## src/rtl/compare_unit_pkg.sv

```systemverilog
// Shared definitions for the CP0 Compare unit: strobe levels, FSM state
// encoding and the Compare reset value.
package compare_unit_pkg;

  localparam logic ENABLE  = 1'b1;
  localparam logic DISABLE = 1'b0;

  localparam int unsigned DATA_W = 32;

  localparam logic [DATA_W-1:0] COMPARE_RST = '0;

  typedef enum logic [1:0] {
    ST_DISARMED = 2'd0,
    ST_ARMED    = 2'd1,
    ST_FIRED    = 2'd2
  } cmp_state_e;

  function automatic logic is_match(input logic [DATA_W-1:0] count,
                                    input logic [DATA_W-1:0] cmp);
    return (count == cmp);
  endfunction

endpackage

```

## src/rtl/compare_unit.sv

```systemverilog
// CP0 Compare register with timer-interrupt FSM (DISARMED/ARMED/FIRED).
// Match is against the registered Compare value; a write always wins over a match.
module compare_unit
  import compare_unit_pkg::*;
(
  input  logic              clk,
  input  logic              rst,
  input  logic [DATA_W-1:0] count_value,
  input  logic              we,
  input  logic [DATA_W-1:0] wdata,
  input  logic              re,
  input  logic              im_timer,
  output logic [DATA_W-1:0] read_data,
  output logic              timer_pending,
  output logic              timer_int
);

  cmp_state_e        state_q, state_d;
  logic [DATA_W-1:0] compare_q, compare_d;
  logic [DATA_W-1:0] read_data_q, read_data_d;
  logic              pending_q, pending_d;
  logic              match;

  assign match = is_match(count_value, compare_q);

  always_comb begin
    state_d   = state_q;
    compare_d = compare_q;
    if (we == ENABLE) begin
      compare_d = wdata;
    end
    unique case (state_q)
      ST_DISARMED: begin
        if (we == ENABLE) state_d = ST_ARMED;
      end
      ST_ARMED: begin
        if (we == DISABLE && match) state_d = ST_FIRED;
      end
      ST_FIRED: begin
        if (we == ENABLE) state_d = ST_ARMED;
      end
      default: state_d = ST_DISARMED;
    endcase
  end

  // Pending is registered from the next state so it tracks FIRED exactly.
  always_comb begin
    pending_d   = (state_d == ST_FIRED);
    read_data_d = (re == ENABLE) ? compare_q : '0;
  end

  always_ff @(posedge clk) begin
    if (rst == ENABLE) begin
      state_q     <= ST_DISARMED;
      compare_q   <= COMPARE_RST;
      read_data_q <= '0;
      pending_q   <= DISABLE;
    end else begin
      state_q     <= state_d;
      compare_q   <= compare_d;
      read_data_q <= read_data_d;
      pending_q   <= pending_d;
    end
  end

  assign read_data     = read_data_q;
  assign timer_pending = pending_q;
  assign timer_int     = pending_q & im_timer;

endmodule

```

## config.mk

```make
export PLATFORM = sky130hd
export DESIGN_NAME = compare_unit
export DESIGN_NICKNAME = d
export VERILOG_FILES = /design/src/rtl/compare_unit_pkg.sv /design/src/rtl/compare_unit.sv
export SDC_FILE = /design/constraint.sdc
export NUM_CORES = 1
export LEC_CHECK = 0
export ABC_AREA = 1
export CAP_MARGIN = 10
export CORE_ASPECT_RATIO = 0.75
export CORE_MARGIN = 3
export CORE_UTILIZATION = 42
export CTS_CLUSTER_SIZE = 25
export DETAILED_ROUTE_END_ITERATION = 10
export PLACE_DENSITY = 0.76
export SETUP_SLACK_MARGIN = 0.05
export SLEW_MARGIN = 20
export SYNTH_ARGS = -nofsm -noshare
export SYNTH_HDL_FRONTEND = slang
export SYNTH_SLANG_ARGS = --single-unit
```

## constraint.sdc

```tcl
create_clock -name clk -period 1.3 [get_ports clk]
set_input_delay 0.39 -clock clk [delete_from_list [all_inputs] [get_ports clk]]
set_output_delay 0.39 -clock clk [all_outputs]
set_load 0.1 [all_outputs]
```

==> metrics.md, run 1 <==
| Metric | Value |
|---|---|
| Fin Hold WS | around 450 ps |
| Seq cells post-synth | 67 |
| Min cycle time layout | 1404 ps |
| Post-synthesis simple-gate area fraction | 0.1340 |
| Cell Pwr Density | 1179 mW/mm2 |
| Status | complete, but fails checks |
| Distinct cells, synth | 12 |
| Yosys warning count | 0 |
| Failing checks | setup timing |
| Post-synthesis mux area share | 0 |
| Final WL | 6.663 mm |
| GP Congestion | ~0.74 |
| Commonest non-fill, non-tap cell in the layout | dfxtp_2 |
| Synth top area cells | dfxtp_1 (55%), xnor2_1 (9.3%), a21oi_1 (7.3%) |
| Worst slew margin | 0.8452 |
| CP max-delay cell | dfxtp_4 |
| Slew Limit Fails | 0 |
| CP Launch Type | flop |
| Setup violators final | 1 |
| Synth Area in Compound Gates | 0.1386 |
| Area Growth Syn to Fin | 76.96% |
| Cell taking the most area after synthesis | dfxtp_1 |
| Type of destination of the critical path | output port |
| Clk pin slew, worst setup/hold paths | around 70 ps |
| Nets@finish | roughly 480 |
| H-tree Lvls | 3 |
| Wire length per cell | 13.46 um |
| Initial core utilization | 0.4466 |
| DRC viols | 0 |
| Post-Synth Adder-Cell Area | 0 |
| CP Data Required Time | ~910 ps |
| Vias in the first global route | 2308 |
| Clock buffer count from CTS | 9 |
| DP Wirelength | about 5 mm |
| Setup WS post-layout | -104.4 ps |
| Synthesized instance count | between 300 and 400 |
| Final Hold Viols | 0 |
| Yosys top cell area share | 0.5464 |
| Die width | ~94 um |
| Die H | 72.21 um |
| Port Buf Inserts | slightly above 100 |
| Worst Tran Pin Value | ~230 ps |
| Post-Syn Area | 0.002455 mm2 |
| Peak Freq | 0.7121 GHz |
| Max IR drop VDD | 0.0008664 V |
| Synth Area in XOR/XNOR | 0.09276 |
| Core Region | roughly 0.0055 mm2 |
| Syn Nets | 372 |
| Die area | 0.006808 mm2 |
| Crit path max fanout | 2 |
| Slowest stage delay, CP | between 300 and 400 ps |
| Routed Antenna Nets | 0 |
| GR Util All Layers | 0.2058 |
| First-pass GRT wire length | 10.63 mm |
| Latest clock arrival within the worst-skew pair | roughly 340 ps |
| Util after Layout | 0.7903 |
| Initial antenna violation count | 0 |
| Final worst-path cycle share | 1.080 |
| Arrival time worst endpoint | 1010 ps |
| Worst hold path class | flop to flop |
| Total power draw | roughly 5 mW |
| Bufs on Longest Clock Path | 2 |
| Cells along the critical path | nand2_4 > clkinvlp_4 > buf_12 |
| Layout cell share with drive strength beyond 1 | 0.3190 |
| Most frequent cells in the layout | dfxtp_2 (41), nand2_1 (37), buf_12 (37) |
| TritonCTS clock tree | built |
| Setup CP Type | flop to output port |
| 1st-iter DRT viols | 75 |
| CTS root buf | clkbuf_8 |
| RSZ-0062 raised after global routing | yes |
| Drt first pass iters | 4 |
| Register area share after synthesis | 0.5464 |
| # rows | 23 |
| Static Leak | 1.806 nW |
| GR Overflow Total | 0 |
| Largest net degree at the start of global routing | 26 |
| Clk_skew | about 3.9 ps |
| # IOs | 103 |
| Vias | 2295 |
| Max_cap viols | 0 |
| # diodes | 0 |
| Mapped Avg Cell Area | 8.102 um2 |
| Largest family of logic cells by synthesized area | compound AO/OA/AOI/OAI gates |
| Via density | ~4.6 |
| Clk sink count | 67 |
==> cell families (layout without fill, tap and decap cells) <==
| logic type | after synthesis | count (layout) |
|---|---|---|
| and+or+nand+nor | 86 | 86 |
| DFF | 67 | 67 |
| buffers and inverters | 56 | 173 |
| xor gates and xnor gates | 26 | 26 |
| AOI/OAI and AO/OA | 68 | 68 |
==> sequential cells by signal, summed over array words and instances, names as in the netlist <==
name           cells
compare_q         32
timer_pending      1
state_q            2
read_data         32
==> final cells by class <==
class                   count  area, um2
fillers                   392       1152
repair buffers            114       1451
well taps                  75      93.84
clock inverters             4      72.57
inverters                  43      165.2
multi-input cells         180       1010
flip-flops and latches     67       1396
clock buffers              12      155.1
==> routing by layer <==
metal / GRT usage / routed length, um / vias up / share of wire
met4: 0.08173 / 111 / 0 / 0.017
met1: 0.2384 / 2747 / 1050 / 0.41
met5: 0 / 0 / - / 0
met2: 0.3553 / 3343 / 76 / 0.50
met3: 0.06528 / 460 / 12 / 0.069
li1: - / - / 1157 / -
==> synth_stat cells (all sizes together) <==
cell type  instances
a21oi             36
buf                5
clkbuf             8
dfxtp             67
inv               43
nand2             43
nand3              1
nor2              42
o21ai             32
xnor2             26
==> worst max-delay path: cells and delay by family, from the launching register on <==
family | cells | cell delay (ps)
DFF | 1 | 360
and+or+nand+nor | 1 | 60
buffers and inverters | 2 | 250
==> repair_timing <==
action / in CTS / in global routing
gates resized for setup: 39 / 28
endpoints found under the hold margin: 0 / 0
pin swaps: 44 / 17
buffers inserted: 0 / 1
setup endpoints to repair: 37 / 38
hold buffers: 0 / 0
==> final timing paths <==
path            startpoint       endpoint  slack (ps)  cells after the start
min          compare_q[21]  read_data[21]         450                      2
max reg2reg  compare_q[26]  timer_pending          80                      9
max          timer_pending      timer_int        -100                      3
min reg2reg  compare_q[21]  read_data[21]         450                      2
==> power by group <==
part,internal (mW),switching [mW]
Sequential,2.16,0.0779
Combinational,0.441,0.498
Clock,1.18,0.760
Total,3.79,1.34
==> per-stage QoR <==
stage	area, um2	instances	TNS, ps	worst slack (ps)
global placement	4030	478	-11640	-441.4
CTS	4229	494	-124.5	-124.5
detailed placement	4030	478	-12070	-499.1
floorplan	2510	303	-26.69	-26.69
finish	4344	495	-104.4	-104.4
global route	4344	495	-168.9	-145.0
No activity file was read; power rests on OpenSTA's default activity.
==> run 2, diff against run 1 <==
--- a/config.mk
+++ b/config.mk
@@ -10,9 +10,10 @@
 export CORE_ASPECT_RATIO = 0.75
 export CORE_MARGIN = 3
 export CORE_UTILIZATION = 42
+export CTS_BUF_LIST = sky130_fd_sc_hd__clkbuf_16
 export CTS_CLUSTER_SIZE = 25
 export DETAILED_ROUTE_END_ITERATION = 10
-export PLACE_DENSITY = 0.76
+export PLACE_DENSITY_LB_ADDON = 0.08
 export SETUP_SLACK_MARGIN = 0.05
 export SLEW_MARGIN = 20
 export SYNTH_ARGS = -nofsm -noshare
==> metrics.md, run 2 (same netlist as run 1, synthesis figures left out) <==
| Metric | Value |
|---|---|
| Worst path bufs/invs | 2 (unchanged) |
| Max_cap viols | 0 (unchanged) |
| DRC viols | 0 (unchanged) |
| M2 GR Usage | 0.3443 (-0.01101) |
| Via density | 4.557 (-1.7%) |
| Crit path depth | 3 (unchanged) |
| Multi-input logic area | 954.7 um2 (-5.5%) |
| Initial core utilization | 0.4466 (unchanged) |
| # diodes | 0 (unchanged) |
| Die H | 72.21 um (unchanged) |
| Clk_skew | 3.623 ps (-0.3054 ps) |
| Layout cell share with drive strength beyond 1 | 0.2816 (-0.03742) |
| Met1 Usage GRT | 0.2180 (-0.02042) |
| Worst Tran Pin Value | 186.1 ps (-43.76 ps) |
| Final Hold Viols | 0 (unchanged) |
| Worst hold path class | flop to flop |
| Setup Fix Bufs, Post-CTS | 0 (unchanged) |
| Latest clock arrival within the worst-skew pair | 320 ps (-20 ps) |
| Vias in the first global route | 2254 (-2.3%) |
| Place WS | -510.0 ps (-10.90 ps) |
| GR Layer Usage met3 | 0.07565 (+0.01036) |
| DP Wirelength | 4.707 mm (-6.1%) |
| Static Leak | 1.814 nW (+0.46%) |
| GR Util All Layers | 0.1980 (-0.007819) |
| Min cycle time layout | 1381 ps (-23.78 ps) |
| Final worst-path cycle share | 1.062 (-0.01829) |
| Reg2reg path depth | 8 (-1) |
| # IOs | 103 (unchanged) |
| Setup TNS | -80.58 ps (+23.78 ps) |
| Clk pwr share | 0.441 (+0.062) |
| CTS root buf | clkbuf_16 |
| Reg2Reg Launch Point | compare_q[25] |
| Fill cells | 390 (-0.51%) |
| Sequential Power Share | 0.398 (-0.040) |
| Busiest grt layer | met2 |
| # rows | 23 (unchanged) |
| GR Overflow Total | 0 (unchanged) |
| Routed Antenna Nets | 0 (unchanged) |
| Cells along the critical path | nand2_4 > clkinvlp_4 > buf_12 |
| Worst slew margin | 0.8746 (+0.02948) |
| Final WL | 6.408 mm (-3.8%) |
| RSZ-0062 raised after global routing | yes |
| FF+latch area | 0.001390 mm2 (-0.45%) |
| Bufs on Longest Clock Path | 2 (unchanged) |
| Port Buf Inserts | 102 (unchanged) |
| Post-CTS Hold Buffers | 0 (unchanged) |
| CP max-delay cell | dfxtp_4 |
| Type of destination of the critical path | output port |
| CP Launch Type | flop |
| R2R Path End | state_q[0] |
| Clock buffer count from CTS | 9 (unchanged) |
| Slew Limit Fails | 0 (unchanged) |
| Clk pin slew, worst setup/hold paths | 50 ps (-20 ps) |
| Commonest non-fill, non-tap cell in the layout | nand2_1 |
| Sw Ratio | 0.2463 (-0.01450) |
| Arrival time worst endpoint | 990 ps (-20 ps) |
| Nets@finish | 483 (-0.21%) |
| TritonCTS clock tree | built |
| Final non-filler cell total | 494 (-0.20%) |
| Clk sink count | 67 (unchanged) |
| Area Growth Syn to Fin | 77.32% |
| Wire length per cell | 12.97 um (-3.6%) |
| Drt first pass iters | 4 (unchanged) |
| First-pass GRT wire length | 10.11 mm (-4.9%) |
| Setup crit start | timer_pending |
| Core Region | 0.005497 mm2 (unchanged) |
| Combinational power share | 0.161 (-0.022) |
| Reg2reg setup slack | 40 ps (-40 ps) |
| Internal power | 4.243 mW (+12%) |
| Cell Pwr Density | 1293 mW/mm2 (+9.7%) |
| Placed cells | 478 (unchanged) |
| Vias | 2251 (-1.9%) |
| Util after Layout | 0.7919 (+0.001594) |
| Setup CP Type | flop to output port |
| Failing checks | setup timing |
| Switching power | 1.387 mW (+3.8%) |
| Status | complete, but fails checks |
| Crit path max fanout | 2 (unchanged) |
| 1st-iter DRT viols | 66 (-12%) |
| H-tree Lvls | 3 (unchanged) |
| Largest net degree at the start of global routing | 26 (unchanged) |
| Die area | 0.006808 mm2 (unchanged) |
| Initial antenna violation count | 0 (unchanged) |
| CP endpoint | timer_int |
| Fin Hold WS | 448.0 ps (-0.4360 ps) |
| Setup violators final | 1 (unchanged) |
| CP delay by family, top | flip-flops |
| Die width | 94.28 um (unchanged) |
| Setup WS post-layout | -80.58 ps (+23.78 ps) |
| GP Congestion | 0.7534 (+1.6%) |
| Most frequent cells in the layout | nand2_1 (40), buf_12 (37), inv_1 (36), dfxtp_2 (36) |
| Slowest stage delay, CP | 360 ps (about the same) |
| Peak Freq | 0.7243 GHz (+1.7%) |
| Max IR drop VDD | 0.0009459 V (+9.2%) |
| CP Data Required Time | 910 ps (about the same) |
-- run 2: cell types whose count changed in the layout (fill, tap and decap cells not counted), sizes merged --
cell and delta:
clkbuf -3, buf -1, inv +1, clkinv +2
-- run 2: worst register-to-register path, stage by stage (launching register included) --
cell and delay (ps):
dfxtp_1 360, xnor2_1 130, nand2_1 80, nor2_2 140, nand2_1 80, nor2_2 150
nand2_1 90, nand2_2 70, a21oi_2 50
-- run 2: per-stage QoR --
| step | instance area [um2] | power, mW |
|---|---|---|
| 6_report | 4353 | 5.630 |
| 5_1_grt | 4353 | 5.838 |
| 4_1_cts | 4313 | 5.663 |
| 3_5_place_dp | 4030 | 3.201 |
| 3_3_place_gp | 4030 | 3.179 |
| 2_1_floorplan | 2510 | 2.749 |
-- run 2: power groups by stage --
| stage | sequential, mW | clock [mW] | combinational [mW] |
|---|---|---|---|
| global route | 2.25 | 2.62 | 0.968 |
| detailed placement | 2.28 | 0 | 0.922 |
| floorplan | 2.47 | 0 | 0.279 |
| CTS | 2.24 | 2.52 | 0.900 |
| global placement | 2.27 | 0 | 0.906 |
| finish | 2.24 | 2.49 | 0.904 |
-- run 2: what timing repair did --
action	CTS	global route
resized for setup	40	10
endpoints found under the setup margin	5	17
pin swaps	46	11
-- run 2: per-layer routing --
layer | vias to the layer above | share of wire
met5 | - | 0
met4 | 0 | 0.012
met3 | 8 | 0.085
met2 | 75 | 0.50
met1 | 1011 | 0.40
li1 | 1157 | -
-- run 2: how the worst min path moves through the flow --
stage / start / to / cells past startpoint
global placement: compare_q[29] / read_data[29] / 2
floorplan: compare_q[12] / read_data[12] / 2
CTS: compare_q[29] / read_data[29] / 2
detailed placement: compare_q[29] / read_data[29] / 2
global route: compare_q[12] / read_data[12] / 2
finish: compare_q[29] / read_data[29] / 2
-- run 2: cell type report --
cell class / count / area share
flip-flops and latches: 67 / 0.3193
repair buffers: 113 / 0.3308
clock inverters: 7 / 0.01926
well taps: 75 / 0.02156
inverters: 43 / 0.03794
clock buffers: 9 / 0.05174
multi-input cells: 180 / 0.2193
